--- config.mk ---
export PLATFORM = sky130hd
export DESIGN_NAME = adder_sum_stage
export DESIGN_NICKNAME = d
export VERILOG_FILES = /design/src/rtl/adder_sum_stage_pkg.sv /design/src/rtl/adder_sum_calc.sv /design/src/rtl/adder_sum_stage.sv
export SDC_FILE = /design/constraint.sdc
export NUM_CORES = 1
export LEC_CHECK = 0
export BUFFER_PORTS_ARGS = -buffer_cell sky130_fd_sc_hd__buf_2
export CAP_MARGIN = 10
export CORE_ASPECT_RATIO = 1.4
export CORE_UTILIZATION = 45
export CTS_CLUSTER_DIAMETER = 150
export DETAILED_ROUTE_END_ITERATION = 12
export GPL_ROUTABILITY_DRIVEN = 1
export HOLD_SLACK_MARGIN = 0.05
export PLACE_DENSITY = 0.78
export SYNTH_ARGS = -nofsm -noshare
export SYNTH_HDL_FRONTEND = slang
export SYNTH_SLANG_ARGS = --single-unit
--- constraint.sdc ---
create_clock -name clk -period 1.9 [get_ports clk]
set_input_delay 0.095 -clock clk [delete_from_list [all_inputs] [get_ports clk]]
set_output_delay 0.095 -clock clk [all_outputs]
set_load 0.005 [all_outputs]
--- src/rtl/adder_sum_stage_pkg.sv ---
// Shared widths, ALU flag layout and occupancy states for the adder sum stage.
package adder_sum_stage_pkg;

    localparam int unsigned LEN_DATA    = 32;
    localparam int unsigned ADD_FLAGS_W = 4;

    // Flag bit positions, shared with the unpipelined ALU path
    localparam int unsigned FLAG_CF = 0;
    localparam int unsigned FLAG_VF = 1;
    localparam int unsigned FLAG_ZF = 2;
    localparam int unsigned FLAG_NF = 3;

    typedef enum logic [1:0] {
        StEmpty,
        StOne,
        StFull
    } occ_e;

endpackage

--- src/rtl/adder_sum_calc.sv ---
// Combinational sum and flag generation from prefix-tree carries and raw propagate.
module adder_sum_calc
    import adder_sum_stage_pkg::*;
#(
    parameter int unsigned LEN = LEN_DATA
) (
    input  logic [LEN-1:0]         grp_gen,
    input  logic [LEN-1:0]         bit_prop,
    input  logic                   cin,
    output logic [LEN-1:0]         sum,
    output logic [ADD_FLAGS_W-1:0] flags
);

    always_comb begin
        // Carry into bit i is grp_gen[i-1]; bit 0 takes cin directly
        sum            = bit_prop ^ {grp_gen[LEN-2:0], cin};
        flags          = '0;
        flags[FLAG_CF] = grp_gen[LEN-1];
        flags[FLAG_VF] = grp_gen[LEN-1] ^ grp_gen[LEN-2];
        flags[FLAG_ZF] = ~|sum;
        flags[FLAG_NF] = sum[LEN-1];
    end

endmodule

--- src/rtl/adder_sum_stage.sv ---
// Registered final adder stage with valid/ready handshakes and a 2-entry skid buffer.
module adder_sum_stage
    import adder_sum_stage_pkg::*;
#(
    parameter int unsigned LEN = LEN_DATA
) (
    input  logic           clk,
    input  logic           rst_n,
    input  logic           flush,
    input  logic           in_valid,
    output logic           in_ready,
    input  logic [LEN-1:0] grp_gen,
    input  logic [LEN-1:0] bit_prop,
    input  logic           cin,
    output logic           out_valid,
    input  logic           out_ready,
    output logic [LEN-1:0] sum,
    output logic           cout,
    output logic           ovf,
    output logic           zero,
    output logic           neg
);

    occ_e                   state_q, state_d;
    logic                   in_ready_q;
    logic [LEN-1:0]         main_sum_q, main_sum_d, skid_sum_q, skid_sum_d;
    logic [ADD_FLAGS_W-1:0] main_flags_q, main_flags_d, skid_flags_q, skid_flags_d;
    logic [LEN-1:0]         calc_sum;
    logic [ADD_FLAGS_W-1:0] calc_flags;
    logic                   accept, consume;

    adder_sum_calc #(
        .LEN (LEN)
    ) u_calc (
        .grp_gen  (grp_gen),
        .bit_prop (bit_prop),
        .cin      (cin),
        .sum      (calc_sum),
        .flags    (calc_flags)
    );

    // flush masks the registered ready so an offer in the flush cycle is refused
    assign in_ready  = in_ready_q & ~flush;
    assign out_valid = (state_q != StEmpty);
    assign accept    = in_valid & in_ready;
    assign consume   = out_valid & out_ready;

    always_comb begin
        state_d      = state_q;
        main_sum_d   = main_sum_q;
        main_flags_d = main_flags_q;
        skid_sum_d   = skid_sum_q;
        skid_flags_d = skid_flags_q;
        if (flush) begin
            state_d = StEmpty;
        end else begin
            unique case (state_q)
                StEmpty: begin
                    if (accept) begin
                        state_d      = StOne;
                        main_sum_d   = calc_sum;
                        main_flags_d = calc_flags;
                    end
                end
                StOne: begin
                    if (accept && consume) begin
                        main_sum_d   = calc_sum;
                        main_flags_d = calc_flags;
                    end else if (accept) begin
                        state_d      = StFull;
                        skid_sum_d   = calc_sum;
                        skid_flags_d = calc_flags;
                    end else if (consume) begin
                        state_d = StEmpty;
                    end
                end
                StFull: begin
                    if (consume) begin
                        state_d      = StOne;
                        main_sum_d   = skid_sum_q;
                        main_flags_d = skid_flags_q;
                    end
                end
                default: state_d = StEmpty;
            endcase
        end
    end

    always_ff @(posedge clk or negedge rst_n) begin
        if (!rst_n) begin
            state_q      <= StEmpty;
            in_ready_q   <= 1'b0;
            main_sum_q   <= '0;
            main_flags_q <= ADD_FLAGS_W'(1) << FLAG_ZF;
        end else begin
            state_q      <= state_d;
            in_ready_q   <= (state_d != StFull);
            main_sum_q   <= main_sum_d;
            main_flags_q <= main_flags_d;
        end
    end

    // Skid contents are only observed after being loaded, so no reset is needed
    always_ff @(posedge clk) begin
        skid_sum_q   <= skid_sum_d;
        skid_flags_q <= skid_flags_d;
    end

    assign sum  = main_sum_q;
    assign cout = main_flags_q[FLAG_CF];
    assign ovf  = main_flags_q[FLAG_VF];
    assign zero = main_flags_q[FLAG_ZF];
    assign neg  = main_flags_q[FLAG_NF];

endmodule

Word level (Yosys, flattened, before mapping)
Index checks and enable logic that the tools add are counted.
- register bits after elaboration: 75
- input bits: 70
- logic and storage cells: 42
- eq/ne operators: 6
- multiplexer cells: 15
- bitwise logic cells: 7
- reduce and logical (&&, ||, !) cells: 8
- operators by type and width (cell ; number):
    2-to-1 mux 32 bit ; 3
    case mux 32 bit (3 select lines) ; 1
    OR reduction 32 bit ; 1
    bitwise XOR 32 bit ; 1
    2-to-1 mux 2 bit ; 6
    2-to-1 mux 4 bit ; 3
    case mux 4 bit (3 select lines) ; 1
    != test 2 bit, second input constant ; 4
    case mux 2 bit (3 select lines) ; 1
    AND reduction 5 bit ; 1
    AND reduction 4 bit ; 1
    bitwise AND 1 bit ; 3
    nonzero test 3 bit ; 1
    equality test 2 x 1 -> 1 bit, second input constant ; 1
    equality test 2 bit, second input constant ; 1
    zero test 2 bit ; 1
    inverter 1 bit ; 2
    nonzero test 2 bit ; 1
    logical AND 1 bit ; 1
    zero test 1 bit ; 1
    bitwise XOR 1 bit ; 1

Logic depth before layout (Yosys ltp)
Gate-level depths: netlist of run 1.
- word-level depth: 8
- depth in mapped cells: 8

By module
A second synthesis of run 1 with hierarchy kept.
- cell total of the unflattened synthesis: 259
- area total of the unflattened synthesis: 3309.4 um2
- by module, submodules not included (module ; instances ; cells an instance ; area each (um2)):
    adder_sum_stage ; 1 ; 213 ; 2920.3
    adder_sum_calc ; 1 ; 46 ; 389.1

Least setup slack after synthesis of run 1
No wires, ideal clock.
- kind: register to register
- start: register state_q[1]
- end: register skid_flags_q[0], enable pin
- arrival time: 1.504 ns
- setup slack: -0.001 ns
- cell stages (with the launch flop): 3
- path buffers: 0
- period minus slack after synthesis: 1.901 ns
- path through: dfrtp_1 -> and3b_1 -> and3_1
- longest elaborated chain between the ends: 5
- ends and longest elaborated chain (item ; line ; RTL):
    start, declared ; adder_sum_stage.sv:24 ; occ_e state_q, state_d;
    start signal, assigned ; adder_sum_stage.sv:91 ; state_q <= StEmpty;
    start signal, assigned ; adder_sum_stage.sv:96 ; state_q <= state_d;
    nonzero test 2 bit ; adder_sum_stage.sv:44 ; assign out_valid = (state_q != StEmpty);
    bitwise AND 1 bit ; adder_sum_stage.sv:46 ; assign consume = out_valid & out_ready;
    logical AND 1 bit ; adder_sum_stage.sv:66 ; if (accept && consume) begin
    inverter 1 bit (no source line) ; -- ;
    AND reduction 4 bit (no source line) * ; -- ;
    end signal, assigned ; adder_sum_stage.sv:106 ; skid_flags_q <= skid_flags_d;
    end, declared ; adder_sum_stage.sv:27 ; logic [ADD_FLAGS_W-1:0] main_flags_q, main_flags_d, skid_flags_q, skid_flags_d;
Mark *: on every way between the ends. The rest lies on a longest branch, timed or not.
A chain may end at the register's enable or synchronous reset.

Worst setup path after layout of run 1
- start: register state_q[0]
- end: register main_flags_q[2]
- longest elaborated chain between the ends: 5
- ends and longest elaborated chain (item ; line ; RTL):
    nonzero test 2 bit ; adder_sum_stage.sv:44 ;
    bitwise AND 1 bit ; adder_sum_stage.sv:46 ;
    logical AND 1 bit ; adder_sum_stage.sv:66 ;
    != test 2 bit (no source line) ; -- ;
    AND reduction 5 bit (no source line) ; -- ;
    end signal, assigned ; adder_sum_stage.sv:94 ; main_flags_q <= ADD_FLAGS_W'(1) << FLAG_ZF;
    end signal, assigned ; adder_sum_stage.sv:99 ; main_flags_q <= main_flags_d;
    end, declared ; adder_sum_stage.sv:27 ;
Parallel ways exist; a longest one is shown, timed or not.

==> impl_metrics.json, run 1 <==
{
  "netlist.top_cell.by_area": "edfxtp_1",
  "p_leak_uw": 0.00188,
  "ys_seq_elements": 73,
  "ant_nets": 0,
  "coreArea_mm2": 0.00703,
  "wl_mm": 6.80,
  "synth_cell_types": 25,
  "yosys-top-cells-area": "edfxtp_1, dfrtp_1, xor2_1, o31ai_1, nor2b_1",
  "r2r_cells": 5,
  "synthMuxAreaShare": 0.00305,
  "synthArstFlopShare": 0.521,
  "finalSetupViolCount": 0,
  "slowest_stage": "dfrtp_1",
  "synthXorXnorAreaFrac": 0.0907,
  "antenna_found_initial": 0,
  "die_w_um": 74.2,
  "synth_top_area_frac": 0.320,
  "die_h_um": 103,
  "start_kind": "flop",
  "worstHoldEndpoint": "skid_sum_q[2]$_DFFE_PP_",
  "cts_root_buffer": "clkbuf_8",
  "yosys.area_share.simple": 0.183,
  "whs_path_depth": 2,
  "firstDrtPassIters": 4,
  "area_growth_pct": 26.3,
  "max_freq_ghz": 0.620,
  "track_usage": 0.192,
  "avgSynthCellArea_um2": 11.4,
  "ys_top_cells_by_count": "dfrtp_1, nand2_1, nor2_1",
  "place.port_buffers": 107,
  "grt_pass1_wl_mm": 10.8,
  "timing.rr.end": "main_flags_q[2]$_DFFE_PN1P_",
  "outcome": "finished, final reports clean",
  "timing.final.max_slew_violations": 0,
  "critPathArrivalTime_ns": 1.88,
  "synth_area_mm2": 0.00328,
  "synth_edf_count": 35,
  "grt_pass1_vias": 2403,
  "maxSlewHeadroom": 0.415,
  "dieArea_mm2": 0.00765,
  "ff2ff_setup_slack_ns": 0.29,
  "tns_ns": 0,
  "diodes": 0,
  "drive_gt1_frac": 0.328,
  "synth-adder-area-share": 0,
  "crit_path_end_kind": "flop",
  "rows": 36,
  "nets": 468,
  "seq_area_frac_synth": 0.610,
  "clk_latency_ns": 0.33,
  "tightest_slew_ns": 0.877,
  "synth_top_family_by_area": "simple AND/OR/NAND/NOR gates",
  "finalClockSkew_ns": 0.00862,
  "slowest_delay_ns": 0.43,
  "grt_max_degree": 52,
  "powerDensity_mw_per_mm2": 908,
  "worst-endpoint-required_ns": 2.16,
  "start_util": 0.467,
  "wire_per_inst_um": 13.7,
  "post_drt_via_cell_ratio": 4.99,
  "synth_fp_nets": 359,
  "ir_drop_mv": 0.539,
  "hold-worst-slack_ns": 0.102,
  "htreeDepth": 3,
  "ioPinCount": 108,
  "cts_tree": "done",
  "fillers": 633,
  "synthCells": 289,
  "regToRegStartpoint": "state_q[0]$_DFF_PN0_",
  "clk_pin_slew_ns": 0.08,
  "cts.sinks": 73,
  "rsz0062_at_grt": "no",
  "drc": 0,
  "detailedRoute.firstIterationViolations": 112,
  "hold_start": "bit_prop[2]",
  "maxCapViolations": 0,
  "vias": 2485,
  "grt.overflow.total": 0,
  "dp_hpwl_mm": 4.77,
  "final-hold-violation-count": 0,
  "cts_buffers": 9,
  "clock_path_buffers": 2,
  "dominantRegCellSynth": "dfrtp_1",
  "cp_max_fo": 51,
  "fin_crit_ns": 1.61,
  "yosys_warnings": 0,
  "path_class": "flop to flop",
  "min_path_type": "primary input to flop",
  "fin_crit_sh": 0.848,
  "synth_compound_area_frac": 0.0854,
  "worstPathCellList": "and2b_1 -> nand2b_1 -> a21o_2 -> buf_12 -> a221o_1",
  "gp_congestion": 0.747,
  "ctsResizeCount": 0
}
stage by stage:
step | total power, uW | instance area, um^2 | instances | setup WS [ns] | utilization
6_report | 3760 | 4150 | 498 | 0.288 | 0.590
5_1_grt | 3970 | 4150 | 498 | 0.226 | 0.590
4_1_cts | 3790 | 4150 | 498 | 0.280 | 0.590
3_5_place_dp | 2640 | 3920 | 479 | 0.282 | 0.558
3_3_place_gp | 2610 | 3920 | 479 | 0.327 | 0.558
2_1_floorplan | 2280 | 3280 | 289 | 0.373 | -
worst max path at each step:
stage	startpoint	to
after floorplan	state_q[1]$_DFF_PN0_	skid_flags_q[0]$_DFFE_PP_
after global placement	state_q[0]$_DFF_PN0_	main_flags_q[2]$_DFFE_PN1P_
after detailed placement	state_q[0]$_DFF_PN0_	main_flags_q[2]$_DFFE_PN1P_
after CTS	state_q[0]$_DFF_PN0_	main_flags_q[2]$_DFFE_PN1P_
after global routing	state_q[0]$_DFF_PN0_	main_flags_q[2]$_DFFE_PN1P_
final	state_q[0]$_DFF_PN0_	main_flags_q[2]$_DFFE_PN1P_
cells in the final DEF, fill, tap and decap left out, drive strengths merged, types with 2 or more instances in the layout:
cell / count
buf: 112
clkbuf: 14
clkinv: 2
dfrtp: 37
dlygate4sd3: 3
edfxtp: 35
nand2: 37
nand4: 2
nor2: 37
nor2b: 36
nor4: 8
o21ai: 2
o31ai: 33
xor2: 34
cells by family (layout without fill, tap and decap cells):
logic type | count (synthesis) | count (layout)
XOR/XNOR | 34 | 34
flip-flops | 73 | 73
multiplexers | 1 | 1
buffers and inverters | 18 | 132
AO/OA/AOI/OAI | 38 | 38
AND/OR/NAND/NOR | 125 | 125
report_power, final:
part | internal (uW) | leakage, uW | total [uW] | switching [uW]
clock | 615 | 0.000102 | 1170 | 551
sequential | 1840 | 0.000785 | 1930 | 91.5
combinational | 317 | 0.000987 | 664 | 347
total | 2770 | 0.00188 | 3760 | 989
worst max-delay path: cells and delay by family (launching register included):
family	cells	cell delay, ns
flip-flops	1	0.43
AND/OR/NAND/NOR	2	0.34
buffers and inverters	1	0.18
AO/OA/AOI/OAI	2	0.59
sequential cells by signal, indices dropped and copies added, names as in the netlist:
| register | count |
|---|---|
| skid_sum_q | 32 |
| sum | 32 |
| main_flags_q | 3 |
| skid_flags_q | 3 |
| state_q | 2 |
| in_ready_q | 1 |
timing repair:
item                       CTS  global route
hold endpoints to repair    39             0
hold buffers                 3             0
buffers inserted             0             0
setup endpoints to repair    0             0
layout make-up:
class,count,area [um^2],area share
Tap cell,95,119,0.0287
Sequential cell,73,2000,0.483
Clock buffer,14,183,0.0441
Timing Repair Buffer,115,628,0.152
Inverter,1,3.75,0.000906
Clock inverter,2,10.0,0.00241
Multi-Input combinational cell,198,1200,0.289
per-layer routing:
metal	wire length, um	up-vias	GRT usage
met5	0	-	0
met4	174	0	0.0947
met3	243	14	0.0469
met2	3610	77	0.333
met1	2770	1186	0.219
li1	-	1208	-
Note: power is estimated with default switching activity, not from simulation.
==> inputs of run 2 (changes only) <==
--- a/config.mk
+++ b/config.mk
@@ -8,12 +8,12 @@
 export BUFFER_PORTS_ARGS = -buffer_cell sky130_fd_sc_hd__buf_2
 export CAP_MARGIN = 10
 export CORE_ASPECT_RATIO = 1.4
-export CORE_UTILIZATION = 45
+export CORE_UTILIZATION = 50
 export CTS_CLUSTER_DIAMETER = 150
 export DETAILED_ROUTE_END_ITERATION = 12
 export GPL_ROUTABILITY_DRIVEN = 1
 export HOLD_SLACK_MARGIN = 0.05
-export PLACE_DENSITY = 0.78
+export PLACE_DENSITY = 0.82
 export SYNTH_ARGS = -nofsm -noshare
 export SYNTH_HDL_FRONTEND = slang
 export SYNTH_SLANG_ARGS = --single-unit
==> constraint.sdc (replaced) <==
create_clock -name clk -period 1.6 [get_ports clk]
set_input_delay 0.08 -clock clk [delete_from_list [all_inputs] [get_ports clk]]
set_output_delay 0.08 -clock clk [all_outputs]
set_load 0.005 [all_outputs]
==> run 2 against run 1 <==
- the flow now finishes with violations (design-rule violations)
- largest power group unchanged
- global-route usage is 1.7 points higher
- maximum frequency is 1.8% higher
- critical endpoint is now sum[19]$_DFFE_PN0P_
- core utilization is 9.5 points higher
- wire length is 2.7% higher
- via count is 0.76% higher
- hold slack worse by 0.039 ns
- clock-buffer cell count is 5 lower
- setup slack worse by 0.27 ns
==> impl_metrics.json, run 2 (synthesis results as in run 1) <==
{
  "layout_setup_ws_ns": 0.0167,
  "crit_path_end_kind": "flop",
  "firstDrtPassIters": 8,
  "sequentialPowerShare": 0.455,
  "die_h_um": 97.9,
  "dr_wl_met2_mm": 3.83,
  "timing.final.max_slew_violations": 0,
  "grt_pass1_vias": 2402,
  "fin_crit_sh": 0.990,
  "p_int_uw": 3790,
  "multi_input_area_mm2": 0.00127,
  "dieArea_mm2": 0.00690,
  "p_leak_uw": 0.00195,
  "cts_buffers": 9,
  "worst-endpoint-required_ns": 1.85,
  "ff2ff_setup_slack_ns": 0.02,
  "worstPathCellList": "and2b_1 -> nand2b_1 -> a21o_2 -> buf_4 -> o31ai_2",
  "antenna_found_initial": 0,
  "grt_max_degree": 71,
  "place.port_buffers": 107,
  "drive_gt1_frac": 0.365,
  "start_util": 0.521,
  "final-hold-violation-count": 0,
  "nets": 471,
  "clock_path_buffers": 2,
  "routed-wl-met3_um": 303,
  "coreArea_mm2": 0.00630,
  "rows": 34,
  "min_path_type": "primary input to flop",
  "detailedRoute.firstIterationViolations": 166,
  "critPathArrivalTime_ns": 1.83,
  "htreeDepth": 3,
  "most-common-layout-cells": "buf_2, nand2_1, nor2_1, dfrtp_1",
  "clk_latency_ns": 0.35,
  "violations": "design-rule violations",
  "clkPwrFrac": 0.375,
  "maxCapViolations": 0,
  "ir_drop_mv": 0.587,
  "area_growth_pct": 31.3,
  "wl_mm": 6.98,
  "slowest_delay_ns": 0.43,
  "tightest_slew_ns": 0.615,
  "outcome": "complete, but fails checks",
  "grt_pass1_wl_mm": 11.0,
  "rsz0062_at_grt": "yes",
  "powerDensity_mw_per_mm2": 1170,
  "finalSetupViolCount": 0,
  "fin_crit_ns": 1.58,
  "slowest_stage": "dfrtp_1",
  "ioPinCount": 108,
  "cp_top_family": "compound AO/OA/AOI/OAI gates",
  "drc": 18,
  "dp_hpwl_mm": 4.85,
  "start_kind": "flop",
  "track_usage": 0.209,
  "swShare": 0.248,
  "regArea_mm2": 0.00200,
  "dp_worst_setup_slack_ns": -0.0158,
  "path_buf_inv": 1,
  "path_class": "flop to flop",
  "wire_per_inst_um": 14.6,
  "cts.sinks": 73,
  "finalClockSkew_ns": 0.00909,
  "cts_tree": "done",
  "gp_congestion": 0.808,
  "top_layer": "met4",
  "cts_root_buffer": "clkbuf_8",
  "die_w_um": 70.5,
  "comb_power_share": 0.170,
  "max_freq_ghz": 0.632,
  "final_common_cell": "buf_2",
  "p_switching_uw": 1250,
  "grt.overflow.total": 0,
  "post_drt_via_cell_ratio": 5.24,
  "ant_nets": 0,
  "final_util": 0.685,
  "maxSlewHeadroom": 0.590,
  "clk_pin_slew_ns": 0.08,
  "diodes": 0,
  "wl_met1_mm": 2.71,
  "cp_max_fo": 9,
  "fillers": 463,
  "vias": 2504
}
[run 2: changes by cell type in the layout (fill, tap and decap cells not counted)]
cell / previous run / this run
o31ai_1: 33 / 21
buf_12: 2 / 4
o31ai_2: 0 / 11
clkbuf_8: 13 / 9
clkinv_2: 2 / 1
buf_6: 0 / 1
clkbuf_1: 1 / 0
clkinv_4: 0 / 2
o31ai_4: 0 / 1
bufinv_16: 0 / 4
[run 2: layout make-up]
cell class                 count  share of cell area
sequential                    73               0.465
clock buffer                   9              0.0287
inverter                       1            0.000871
multi-input combinational    198               0.294
tap                           72              0.0209
timing repair buffer         118               0.158
clock inverter                 7              0.0331
[run 2: worst register-to-register path, stage by stage (launching register included)]
cell	delay, ns
dfrtp_1	0.43
and2b_1	0.20
nand2b_1	0.14
a21o_2	0.26
buf_4	0.18
o31ai_2	0.28
[run 2: layer usage]
| layer | global-route usage | up-vias |
|---|---|---|
| met1 | 0.235 | 1191 |
| met4 | 0.104 | 0 |
| met5 | 0 | - |
| li1 | - | 1215 |
| met3 | 0.0268 | 12 |
| met2 | 0.385 | 86 |
[run 2: timing repair]
action                     in CTS  in global routing
setup endpoints to repair       1                 22
gates cloned                    0                  0
hold endpoints to repair       27                  0
pin swaps                       0                  0
resized for setup               1                 13
setup buffers                   0                  1
hold buffers                    3                  0
[run 2: worst paths after layout]
path	from	to	cells past startpoint
setup / recovery	state_q[0]$_DFF_PN0_	sum[19]$_DFFE_PN0P_	5
max in group asynchronous	rst_n	sum[26]$_DFFE_PN0P_	3
hold / removal	bit_prop[10]	skid_sum_q[10]$_DFFE_PP_	2
hold reg to reg	sum[24]$_DFFE_PN0P_	sum[24]$_DFFE_PN0P_	2
setup reg to reg	state_q[0]$_DFF_PN0_	sum[19]$_DFFE_PN0P_	5
min in group asynchronous	rst_n	sum[7]$_DFFE_PN0P_	2
[run 2: power groups by stage]
stage | logic (uW) | registers (uW) | clock network (uW)
final | 858 | 2300 | 1890
after detailed placement | 803 | 2340 | 0
after global routing | 943 | 2320 | 1980
after CTS | 821 | 2300 | 1910
after floorplan | 372 | 2340 | 0
after global placement | 770 | 2330 | 0
[run 2: through the flow]
| step | std cells | power, uW | hold WS, ns | setup TNS (ns) | area [um^2] |
|---|---|---|---|---|---|
| finish | 478 | 5040 | 0.0629 | 0 | 4310 |
| detailed placement | 458 | 3140 | 0.133 | -0.0158 | 3930 |
| floorplan | 289 | 2710 | -0.216 | 0 | 3280 |
| CTS | 477 | 5030 | 0.0520 | 0 | 4240 |
| global route | 478 | 5240 | 0.0675 | -0.209 | 4310 |
| global placement | 458 | 3100 | 0.120 | 0 | 3930 |
